### config.mk
export PLATFORM = sky130hd
export DESIGN_NAME = seq_match_monitor
export DESIGN_NICKNAME = d
export VERILOG_FILES = /design/src/rtl/seq_mon_pkg.sv /design/src/rtl/win_timer.sv /design/src/rtl/seq_match_monitor.sv
export SDC_FILE = /design/constraint.sdc
export NUM_CORES = 1
export LEC_CHECK = 0
export BUFFER_PORTS_ARGS = -buffer_cell sky130_fd_sc_hd__buf_2
export CORE_ASPECT_RATIO = 1.25
export CORE_MARGIN = 1.5
export CORE_UTILIZATION = 56
export CTS_CLUSTER_DIAMETER = 200
export DETAILED_ROUTE_END_ITERATION = 8
export GPL_ROUTABILITY_DRIVEN = 0
export PLACE_DENSITY = 0.81
export SYNTH_ARGS = -nofsm -noshare
export SYNTH_HDL_FRONTEND = slang
export SYNTH_HIERARCHICAL = 1
export SYNTH_SLANG_ARGS = --single-unit
### constraint.sdc
create_clock -name clk -period 3.7 [get_ports clk]
set_clock_uncertainty 0.15 [all_clocks]
set_input_delay 0.74 -clock clk [delete_from_list [all_inputs] [get_ports clk]]
set_output_delay 0.74 -clock clk [all_outputs]
set_load 0.01 [all_outputs]
### src/rtl/seq_mon_pkg.sv
// seq_mon_pkg: shared state encoding and saturating-add helper for seq_match_monitor
//   S_IDLE / S_RUN : monitor FSM states
//   sat_add        : acc + inc, clamped at 2**cnt_w-1 (operates on 32-bit carriers)
package seq_mon_pkg;

    typedef enum logic {
        S_IDLE = 1'b0,
        S_RUN  = 1'b1
    } state_e;

    function automatic logic [31:0] sat_add(input logic [31:0] acc, input logic inc, input int cnt_w);
        logic [32:0] max_v;
        max_v = (33'd1 << cnt_w) - 33'd1;
        return (inc && ({1'b0, acc} < max_v)) ? acc + 32'd1 : acc;
    endfunction

endpackage

### src/rtl/win_timer.sv
// win_timer: window-cycle counter for seq_match_monitor
//   clk  in  clock, rising edge
//   rst  in  asynchronous active-high reset
//   run  in  count while high; clears the timer when low
//   last out high on the final cycle of a window (timer == WIN_LEN-1)
module win_timer #(
    parameter int WIN_LEN = 16
) (
    input  logic clk,
    input  logic rst,
    input  logic run,
    output logic last
);

    localparam int TW = $clog2(WIN_LEN);

    logic [TW-1:0] timer_q, timer_d;

    // The window ends on an explicit compare, so non-power-of-two lengths
    // never rely on the counter wrapping.
    always_comb begin
        last    = timer_q == TW'(WIN_LEN - 1);
        timer_d = (!run || last) ? '0 : timer_q + TW'(1);
    end

    always_ff @(posedge clk or posedge rst) begin
        if (rst) timer_q <= '0;
        else     timer_q <= timer_d;
    end

endmodule

### src/rtl/seq_match_monitor.sv
// seq_match_monitor: counts detector match pulses over back-to-back windows,
// publishes each window's count and keeps sticky alarm / saturation flags
//   clk        in   clock, rising edge
//   rst        in   asynchronous active-high reset
//   en         in   monitoring enable (level)
//   det        in   1-clk match pulse from the sequence detector
//   clr        in   clears alarm and sat (a same-cycle set wins)
//   count_out  out  match count of the last completed window
//   win_done   out  1-clk pulse when count_out is updated
//   alarm      out  sticky: some window count reached THRESH
//   sat        out  sticky: accumulator saturated in some window
//   busy       out  high while the monitor is running
module seq_match_monitor
    import seq_mon_pkg::*;
#(
    parameter int WIN_LEN = 16,
    parameter int CNT_W   = 8,
    parameter int THRESH  = 3
) (
    input  logic             clk,
    input  logic             rst,
    input  logic             en,
    input  logic             det,
    input  logic             clr,
    output logic [CNT_W-1:0] count_out,
    output logic             win_done,
    output logic             alarm,
    output logic             sat,
    output logic             busy
);

    state_e           state_q, state_d;
    logic [CNT_W-1:0] acc_q, acc_d, count_q, count_d, final_cnt;
    logic             win_done_q, win_done_d;
    logic             alarm_q, alarm_d;
    logic             sat_q, sat_d;
    logic             busy_q, busy_d;
    logic             run, tmr_run, last, close, set_sat;

    // Dropping en mid-window clears the timer on the same edge the FSM
    // leaves RUN, so the timer is already 0 throughout IDLE.
    assign tmr_run = run && en;

    win_timer #(.WIN_LEN(WIN_LEN)) u_timer (
        .clk  (clk),
        .rst  (rst),
        .run  (tmr_run),
        .last (last)
    );

    always_comb begin
        run        = state_q == S_RUN;
        state_d    = en ? S_RUN : S_IDLE;
        final_cnt  = CNT_W'(sat_add(32'(acc_q), det, CNT_W));
        close      = run && last;
        set_sat    = run && det && (acc_q == '1);
        // A closing cycle completes even with en low; the accumulator then
        // restarts from 0 (next window or IDLE).
        acc_d      = (tmr_run && !last) ? final_cnt : '0;
        count_d    = close ? final_cnt : count_q;
        win_done_d = close;
        alarm_d    = (close && (final_cnt >= CNT_W'(THRESH))) || (alarm_q && !clr);
        sat_d      = set_sat || (sat_q && !clr);
        busy_d     = state_d == S_RUN;
    end

    always_ff @(posedge clk or posedge rst) begin
        if (rst) begin
            state_q    <= S_IDLE;
            acc_q      <= '0;
            count_q    <= '0;
            win_done_q <= 1'b0;
            alarm_q    <= 1'b0;
            sat_q      <= 1'b0;
            busy_q     <= 1'b0;
        end else begin
            state_q    <= state_d;
            acc_q      <= acc_d;
            count_q    <= count_d;
            win_done_q <= win_done_d;
            alarm_q    <= alarm_d;
            sat_q      <= sat_d;
            busy_q     <= busy_d;
        end
    end

    assign count_out = count_q;
    assign win_done  = win_done_q;
    assign alarm     = alarm_q;
    assign sat       = sat_q;
    assign busy      = busy_q;

endmodule
==> out/metrics.csv <==
metric,value,unit
gr-usage-all-layers,0.2093,
crit_arrival,1920,ps
finalMaxSlewViolations,0,
h-tree-depth,1,
path_clk_slew,110,ps
finalSetupViolCount,0,
post_cts_resized,0,
yosys_most_used_dff,dfrtp_1,
postRouteAntennaNets,0,
dp.cells,147,
grt_setup_unrepaired,no,
synth_seq_cells,24,
r2r_cells,5,
die_x,43.35,um
p_clk_frac,0.272,
outcome,finished clean,
grt_max_degree,21,
wl,2165,um
yosysWarnings,6,
hold_violations,0,
ys_types,33,
hp-class,in2async,
start_util,0.5885,
clockBufferDepth,2,
maxSlewHeadroom,0.5219,
powerDensity,317.5,nW/um^2
cp-end-kind,register,
die_area,2317,sq um
timing.final.crit_share,0.5145,
p_int,0.3083,mW
seq_area,600.6,sq um
fp-row-count,18,
synth_top_area_frac,0.5269,
cts_tree,built,
die_h,53.44,um
io_buffers,16,
synth_common_cells,"dfrtp_1, nand2_1, nor2_1",
synth_top_cell_by_area,dfrtp_1,
hold_buffers,0,
clock_latency,300,ps
post_cts_buffers,0,
final_cell_count_no_fill,150,
core_area,1937,sq um
cap_violations,0,
timing.rr.end,alarm,
seq_area_frac_synth,0.5269,
layout.nets,139,
async_reset_ff_frac,1.000,
combPwrFrac,0.045,
syn_nets,123,
vias,885,
n_fill_cell,171,
worst_pin_slew,716.4,ps
cts_root_buf,clkbuf_4,
first_pass_iters,4,
p_leak,0.5962,nW
r2r_slack,1800,ps
grt_antenna_before_repair,0,
synthCells,116,
worstPathRequired,3720,ps
synth_edf_count,0,
pre_cts_slack,1694,ps
r2r-start,acc_q[0],
worst_slack,1796,ps
overflow,0,
diodes,0,
p_switching,0.08296,mW
drive_gt1_frac,0.1846,
fin_tns_setup,0,ps
wl_per_cell,14.43,um
grt_pass1_vias,823,
io_pins,17,
crit_path_start_kind,register,
syn_to_final_growth,8.123,%
via_per_inst,5.900,
power.total,0.3913,mW
cts_buffers,3,
max_freq,0.5253,GHz
ir_drop,0.2200,mV
crit_type,reg2reg,
drc_errors,0,
synth.avg_cell_area,9.826,sq um
dp.final_hpwl,1659,um
synth_area,1140,sq um
p_sw_frac,0.2120,
grt_pass1_wl,3546,um
yosysMostFrequentCell,dfrtp_1,
fin_crit,1904,ps
synth.area.top_cells,"dfrtp_1, nand2_1, o21ai_0",
worstPathMaxFanout,6,
cts.sinks,24,
multiInputGateArea,481.7,sq um
seqPwrFrac,0.683,
drt_iter0_markers,20,
[registers in the layout (all words and copies together), names as in the netlist]
name	count
acc_q	8
alarm	1
count_out	8
run	1
sat	1
u_timer/timer_q	4
win_done	1
[final cells by class]
cell class,count,area share
flip-flops and latches,24,0.4873
multi-input cells,81,0.3909
repair buffers,16,0.06497
well taps,20,0.02030
clock buffers,3,0.01827
inverters,6,0.01827
[worst max-delay path: stages (launching register included)]
cell,delay (ps)
dfrtp_1,450
ha_1,290
and3_1,290
a311oi_1,130
a311oi_1,290
a32oi_1,160
[cells in the final DEF, fill, tap and decap left out, drive strengths merged]
master	n
nand2	17
nand4	1
xor2	2
and4	1
o211ai	2
inv	6
a311oi	2
o21bai	1
a21oi	3
o32a	1
nor3	1
nand3	7
and3	5
a31o	1
mux2i	3
and2	3
nor2	11
o221a	1
clkbuf	3
dfrtp	24
nand2b	2
a32oi	1
nor3b	1
ha	2
nand4b	1
buf	16
o21ai	12
[worst max path at each step]
stage | startpoint | endpoint | slack [ps] | depth (start not counted)
after floorplan | det | alarm | 1980 | 5
final | acc_q[0] | alarm | 1800 | 5
after detailed placement | det | alarm | 1690 | 5
after global placement | det | alarm | 1770 | 5
after global routing | acc_q[0] | alarm | 1700 | 5
after CTS | acc_q[0] | alarm | 1840 | 5
[power groups by stage]
stage	Clock, mW	Sequential [mW]	Combinational, mW
after CTS	0.108	0.267	0.0181
after global placement	0	0.272	0.0176
after floorplan	0	0.272	0.0118
final	0.106	0.267	0.0177
after detailed placement	0	0.272	0.0181
after global routing	0.116	0.268	0.0210
[routing by layer]
layer,track usage,share of wire
met5,0,0
met4,0.1111,0.020
met3,0.03413,0.034
met2,0.3408,0.50
met1,0.2656,0.44
[through the flow]
stage / hold WS (ps) / utilization / cell area [sq um]
final: 153.1 / 0.6363 / 1232
after global routing: 151.2 / 0.6363 / 1232
after CTS: 154.0 / 0.6363 / 1232
after detailed placement: 315.7 / 0.6247 / 1210
after global placement: 311.3 / 0.6247 / 1210
after floorplan: 310.2 / - / 1140
[kinds of logic after synthesis]
group           after synthesis  synth area share
compound gates               24            0.1383
simple gates                 50            0.2206
buf+inv                      11           0.05048
mux                           3           0.02635
flops                        24            0.5269
fa+ha+maj                     2           0.02195
xor+xnor                      2           0.01537
Note: power is estimated with default switching activity, not from simulation.
